**src/rtl/pipe_stage_regs.sv**
```systemverilog
// pipe_stage_regs: generic pipeline stage register with valid/ready handshake.
// Carries an opaque payload, a vector of active-low write enables and a flush
// marker between two pipeline stages. Supports stall/interlock hold (with
// write-enable squash), synchronous kill (bubble insertion) and an optional
// skid entry.
//
// Build option: define PIPE_SKID_EN to add one skid entry. in_ready then comes
// from a flop, so there is no combinational path from out_ready to in_ready.
//
// Ports:
//   clk, rst_n            clock (rising edge), async active-low reset
//   stall                 hold stage contents, accept nothing
//   kill                  squash stage contents (redirect)
//   in_valid/in_ready     upstream handshake
//   in_data/in_wen_n      upstream payload and active-low write enables
//   in_flush              upstream flush marker
//   out_valid/out_ready   downstream handshake
//   out_data/out_wen_n    registered payload and write enables (all-1 = no write)
//   out_flush             registered flush marker
module pipe_stage_regs #(
  parameter int unsigned DATA_W = 160,
  parameter int unsigned WEN_W  = 2
) (
  input  logic              clk,
  input  logic              rst_n,
  input  logic              stall,
  input  logic              kill,
  input  logic              in_valid,
  output logic              in_ready,
  input  logic [DATA_W-1:0] in_data,
  input  logic [WEN_W-1:0]  in_wen_n,
  input  logic              in_flush,
  output logic              out_valid,
  input  logic              out_ready,
  output logic [DATA_W-1:0] out_data,
  output logic [WEN_W-1:0]  out_wen_n,
  output logic              out_flush
);

  localparam logic [WEN_W-1:0] WenNone = {WEN_W{1'b1}};

  logic [DATA_W-1:0] data_q;
  logic [WEN_W-1:0]  wen_n_q;
  logic              flush_q;
  logic              valid_q;
  logic              load;

  assign out_data  = data_q;
  assign out_wen_n = wen_n_q;
  assign out_flush = flush_q;
  assign out_valid = valid_q;
  assign load      = in_valid && in_ready;

`ifdef PIPE_SKID_EN

  typedef enum logic [1:0] {StEmpty, StOne, StFull} state_e;

  state_e            state_q;
  logic [DATA_W-1:0] skid_data_q;
  logic [WEN_W-1:0]  skid_wen_n_q;
  logic              skid_flush_q;
  logic              ready_q;

  // ready_q tracks "not full after this edge"; stall/kill gate it at the port.
  assign in_ready = ready_q && !stall && !kill;

  always_ff @(posedge clk or negedge rst_n) begin
    if (!rst_n) begin
      state_q      <= StEmpty;
      valid_q      <= 1'b0;
      data_q       <= '0;
      wen_n_q      <= WenNone;
      flush_q      <= 1'b0;
      skid_data_q  <= '0;
      skid_wen_n_q <= WenNone;
      skid_flush_q <= 1'b0;
      ready_q      <= 1'b1;
    end else if (kill) begin
      state_q      <= StEmpty;
      valid_q      <= 1'b0;
      wen_n_q      <= WenNone;
      flush_q      <= 1'b0;
      skid_wen_n_q <= WenNone;
      skid_flush_q <= 1'b0;
      ready_q      <= 1'b1;
    end else if (stall) begin
      // Only the presented entry is squashed; the skid keeps its enables.
      wen_n_q <= WenNone;
    end else begin
      case (state_q)
        StEmpty: begin
          if (load) begin
            data_q  <= in_data;
            wen_n_q <= in_wen_n;
            flush_q <= in_flush;
            valid_q <= 1'b1;
            state_q <= StOne;
          end
        end
        StOne: begin
          if (load && out_ready) begin
            data_q  <= in_data;
            wen_n_q <= in_wen_n;
            flush_q <= in_flush;
          end else if (load) begin
            skid_data_q  <= in_data;
            skid_wen_n_q <= in_wen_n;
            skid_flush_q <= in_flush;
            state_q      <= StFull;
            ready_q      <= 1'b0;
          end else if (out_ready) begin
            valid_q <= 1'b0;
            wen_n_q <= WenNone;
            state_q <= StEmpty;
          end
        end
        StFull: begin
          if (out_ready) begin
            data_q       <= skid_data_q;
            wen_n_q      <= skid_wen_n_q;
            flush_q      <= skid_flush_q;
            skid_wen_n_q <= WenNone;
            skid_flush_q <= 1'b0;
            state_q      <= StOne;
            ready_q      <= 1'b1;
          end
        end
        default: begin
          state_q <= StEmpty;
          valid_q <= 1'b0;
          wen_n_q <= WenNone;
          ready_q <= 1'b1;
        end
      endcase
    end
  end

`else

  // Accept when the slot is empty or is being drained this cycle.
  assign in_ready = !stall && !kill && (!valid_q || out_ready);

  always_ff @(posedge clk or negedge rst_n) begin
    if (!rst_n) begin
      valid_q <= 1'b0;
      data_q  <= '0;
      wen_n_q <= WenNone;
      flush_q <= 1'b0;
    end else if (kill) begin
      valid_q <= 1'b0;
      wen_n_q <= WenNone;
      flush_q <= 1'b0;
    end else if (stall) begin
      // Squash so hazard logic does not keep re-detecting the held entry.
      wen_n_q <= WenNone;
    end else if (load) begin
      data_q  <= in_data;
      wen_n_q <= in_wen_n;
      flush_q <= in_flush;
      valid_q <= 1'b1;
    end else if (valid_q && out_ready) begin
      valid_q <= 1'b0;
      wen_n_q <= WenNone;
    end
  end

`endif

endmodule

```
**config.mk**
```make
export PLATFORM = sky130hd
export DESIGN_NAME = pipe_stage_regs
export DESIGN_NICKNAME = d
export VERILOG_FILES = /design/src/rtl/pipe_stage_regs.sv
export SDC_FILE = /design/constraint.sdc
export NUM_CORES = 1
export LEC_CHECK = 0
export BUFFER_PORTS_ARGS = -buffer_cell sky130_fd_sc_hd__buf_4
export CAP_MARGIN = 40
export CORE_ASPECT_RATIO = 0.75
export CORE_UTILIZATION = 30
export CTS_BUF_LIST = sky130_fd_sc_hd__clkbuf_16
export CTS_CLUSTER_SIZE = 10
export DETAILED_ROUTE_END_ITERATION = 6
export PLACE_DENSITY = 0.68
export SETUP_SLACK_MARGIN = 0.3
export SYNTH_ARGS = -nofsm -noshare
export SYNTH_HDL_FRONTEND = slang
export SYNTH_SLANG_ARGS = --single-unit
```
**constraint.sdc**
```tcl
create_clock -name clk -period 1.41 [get_ports clk]
set_input_delay 0.141 -clock clk [delete_from_list [all_inputs] [get_ports clk]]
set_output_delay 0.141 -clock clk [all_outputs]
set_load 0.005 [all_outputs]
```
# Word-level counts from Yosys, hierarchy flattened
# Cells that the tools add are included.
# word_totals
register_bits	164
out_inout_bits	165
elab_cells	32
# classes
eq_ne	1
mux	11
n_bitwise	2
n_reduce_logical	14
# op_table
cell	count
two-way mux 2 bit	4
two-way mux 1 bit	7
logical AND 1 bit	4
AND reduction 2 bit	2
nonzero test 4 bit	1
logical NOT 1 bit	3
AND reduction 3 bit	1
nonzero test 3 bit	1
inequality test 2 x 1 -> 1 bit (second input constant)	1
inverter 1 bit	2
nonzero test 2 bit	1
logical OR 1 bit	1

# Logic depth before layout (Yosys ltp)
# logic_depth
word_depth	7
depth_mapped	6
mapped_depth_nobuf	3

# Least setup slack after synthesis
# No wires, ideal clock.
# synth_timing
path_kind	register to register
start	register valid_q (netlist: out_valid)
end	register data_q[100] (netlist: out_data[100])
setup_ns	0.125
arrival_time_ns	1.400
slack_ns	-0.115
path_stages_with_launch	7
n_path_buf	3
synth_period_minus_slack_ns	1.525
cell_sequence	dfrtp_1 -> nor2b_4 -> nand3b_1 -> buf_2 -> buf_6 -> buf_6 -> mux2_4
# synth_via
elab_chain_len	5
# synth_rtl
element	line	rtl
start: declaration	45	logic valid_q;
start signal: assignment	145	valid_q <= 1'b0;
start signal: assignment	150	valid_q <= 1'b0;
start signal: assignment	160	valid_q <= 1'b1;
logical NOT 1 bit	141	assign in_ready = !stall && !kill && (!valid_q || out_ready);
logical OR 1 bit	141	
logical AND 1 bit	141	
logical AND 1 bit	52	assign load = in_valid && in_ready;
AND reduction 3 bit (no source line)	n/a	
end signal: assignment	157	data_q <= in_data;
end: declaration	42	logic [DATA_W-1:0] data_q;
# Every way passes these cells.
# A chain may end at the register's enable or synchronous reset.

# Worst setup path in the final report
# layout_timing
start	register valid_q (netlist: out_valid)
end	register data_q[39] (netlist: out_data[39])
# The elaborated chain is that of the path after synthesis.

==> flow_metrics.py <==
metrics = {
    "layout": {
        "synthToLayoutAreaGrowth_pct": 102,
        "final_util_pct": 62.8,
        "drive_above_1_share_pct": 64.5,
        "fin_cells": 1242,
        "mostFrequentLayoutCells": "sky130_fd_sc_hd__buf_4 (279), sky130_fd_sc_hd__dlygate4sd3_1 (165), sky130_fd_sc_hd__dfrtp_1 (162)",
        "finalNetCount": 1116,
        "design_area_mm2": 0.0129,
        "insertedDiodeCount": 0,
        "final_common_cell": "sky130_fd_sc_hd__buf_4",
    },
    "detailed_routing": {
        "post_drt_wl_per_cell_um": 17.3,
        "drtIter0Drc": 125,
        "drt_pass1_iterations": 4,
        "route.final.wire_length_mm": 21.5,
        "total_via_count_after_detailed_routing": 5317,
        "avgViaCountPerCell": 4.28,
        "drcViolationCount": 0,
        "antenna_violating_nets_left": 0,
    },
    "power_and_ir_drop": {
        "total_power_mw": 15.9,
        "p_leak_nw": 6.43,
        "worst_ir_drop_vdd_mv": 0.891,
        "power_per_cell_area_mw_per_mm2": 1230,
    },
    "worst_setup_path": {
        "start_kind": "flop",
        "timing_worst_setup_path_type": "flop to flop",
        "crit_buf_inv": 3,
        "critPathRequiredTime_ns": 1.71,
        "critical_path.cell_chain": "nor2b_4 -> nand3b_1 -> buf_6 -> buf_12 -> clkbuf_16 -> mux2_2",
        "critical-path-slowest-cell": "sky130_fd_sc_hd__dfrtp_1",
        "critPathArrivalTime_ns": 1.90,
        "slowest_stage_delay_cp_ns": 0.36,
        "critical-path-top-delay-family": "buffers and inverters",
        "critPathCaptureType": "flop",
        "timing.critical_path.fanout_max": 10,
    },
    "die": {
        "fp.coreArea_mm2": 0.0206,
        "die_area_mm2": 0.0219,
        "io_pins": 334,
        "row_count": 45,
        "floorplan.initialDensity_pct": 31.1,
        "floorplan.die.width_um": 171,
        "die_h_um": 128,
    },
    "global_routing": {
        "grt_max_degree": 49,
        "all_layer_global_routing_usage_pct": 17.2,
        "grt_antenna_before_repair": 0,
        "grt_pass1_vias": 5495,
        "globalRoute.totalOverflow": 0,
        "grt_pass1_wl_mm": 28.9,
    },
    "cts": {
        "clkSinkCount": 164,
        "cts_buffers": 17,
        "cts.reportedPaths.clkPinSlew_ns": 0.07,
        "clock_insertion_delay_worst_skew_ns": 0.42,
        "clockBufferDepth": 2,
        "cts.root.buffer_cell": "sky130_fd_sc_hd__clkbuf_16",
        "cts.htree.levels": 4,
        "cts_tree": "done",
    },
    "sta": {
        "setup_viol_count_final": 160,
        "fin_skew_ns": 0.00881,
        "whs_ns": 0.0163,
        "fmax_ghz": 0.626,
        "grt_setup_unrepaired": "yes",
        "post-route-worst-setup-slack_ns": -0.189,
        "timing.setup.tns_ns": -23.12,
        "slew_viol_final": 0,
        "hold_violations": 0,
        "min_period_over_period_pct": 113,
        "pin_slew_with_the_least_headroom_to_its_limit_ns": 0.353,
        "slew_headroom_pct": 76.4,
        "finalCriticalPeriod_ns": 1.60,
    },
    "outcome": {
        "run_status": "complete, but fails checks",
        "failing_checks": "setup timing",
    },
    "synth": {
        "synth.yosys.warnings": 0,
        "synthesis.area_mm2": 0.00640,
        "synth_seq_cells": 164,
        "yosysSeqAreaShare_pct": 64.2,
        "synthesis.nets": 525,
        "netlist-cell-type-count": 16,
        "syn_avg_cell_area_um2": 18.0,
        "netlist_instances": 356,
    },
    "min_path": {
        "hold_path.class": "primary input to flop",
    },
    "placement": {
        "placed_cells": 975,
        "place_ws_ns": -0.167,
        "port_bufs": 333,
        "placer_s_final_routability_congestion_estimate": 0.733,
        "detailed_place.area_mm2": 0.00939,
        "place_hpwl_mm": 12.1,
    },
    "flow_run": {
        "timing.max_cap.violations": 0,
    },
}
==> power breakdown <==
group	switching (mW)	internal (mW)	leakage (nW)	total [mW]
Combinational	1.37	3.60	4.20	4.97
Clock	1.97	2.63	0.283	4.59
Sequential	0.683	5.66	1.94	6.34
Total	4.02	11.9	6.43	15.9
==> flip-flops by register name, indices dropped and copies added (netlist names) <==
name,flops
out_data,160
out_wen_n,2
out_flush,1
out_valid,1
==> worst register-to-register path, cell delays in order (launching register included) <==
cell	delay [ns]
sky130_fd_sc_hd__dfrtp_1	0.36
sky130_fd_sc_hd__nor2b_4	0.14
sky130_fd_sc_hd__nand3b_1	0.12
sky130_fd_sc_hd__buf_6	0.16
sky130_fd_sc_hd__buf_12	0.17
sky130_fd_sc_hd__clkbuf_16	0.19
sky130_fd_sc_hd__mux2_2	0.35
==> synthesized netlist by cell type <==
cell type                  count  area share [%]
sky130_fd_sc_hd__dfrtp_1     162              63
sky130_fd_sc_hd__mux2_2       93              16
sky130_fd_sc_hd__mux2_4       68              16
sky130_fd_sc_hd__buf_2        10            0.78
sky130_fd_sc_hd__buf_6         8             1.4
sky130_fd_sc_hd__dfstp_2       2            0.82
sky130_fd_sc_hd__nor2_1        2            0.12
sky130_fd_sc_hd__o21ai_0       2            0.16
sky130_fd_sc_hd__o22a_1        2            0.27
sky130_fd_sc_hd__a21oi_1       1           0.078
sky130_fd_sc_hd__inv_1         1           0.059
sky130_fd_sc_hd__nand2b_1      1           0.098
sky130_fd_sc_hd__nand3b_1      1            0.12
sky130_fd_sc_hd__nor2b_1       1           0.098
sky130_fd_sc_hd__nor2b_4       1            0.22
sky130_fd_sc_hd__nor3_1        1           0.078
==> worst paths after layout <==
kind | endpoint | cells past startpoint | slack [ns] | from
max in group asynchronous | out_data[36]$_DFFE_PN0P_ | 3 | 0.59 | rst_n
worst max-delay path | out_data[39]$_DFFE_PN0P_ | 6 | -0.19 | out_valid$_DFFE_PN0P_
worst min register to register | out_data[1]$_DFFE_PN0P_ | 1 | 0.51 | out_data[1]$_DFFE_PN0P_
worst max register to register | out_data[39]$_DFFE_PN0P_ | 6 | -0.19 | out_valid$_DFFE_PN0P_
min in group asynchronous | out_data[79]$_DFFE_PN0P_ | 2 | 0.18 | rst_n
worst min-delay path | out_valid$_DFFE_PN0P_ | 3 | 0.02 | kill
==> per-layer routing <==
layer / global-route usage, % / routed length (um) / vias up
met1: 19.5 / 8260 / 2621
met2: 31.1 / 11400 / 214
met5: 0 / 0 / -
met4: 5.88 / 599 / 0
li1: - / - / 2440
met3: 4.83 / 1250 / 42
==> final cells by class <==
type | instances | area, um^2
well taps | 282 | 353
flip-flops and latches | 164 | 4110
inverters | 1 | 3.75
clock buffers | 17 | 425
multi-input cells | 173 | 2220
clock inverters | 15 | 156
fillers | 1446 | 7640
repair buffers | 590 | 5650
==> cell families (layout without fill, tap and decap cells) <==
logic type             count (synthesis)  in the layout  synth area share (%)
flip-flops                           164            164                  64.2
multiplexers                         161            161                  32.3
buffers and inverters                 19            623                  2.25
AND/OR/NAND/NOR                        7              7                 0.724
AO/OA/AOI/OAI                          5              5                 0.508
==> what timing repair did <==
item | CTS | global route
endpoints found under the hold margin | 254 | 0
buffers inserted | 8 | 51
gates resized for setup | 27 | 129
hold buffers | 165 | 0
setup endpoints to repair | 178 | 294
pin swaps | 0 | 0
gates cloned | 2 | 9
Note: power is estimated with default switching activity, not from simulation.
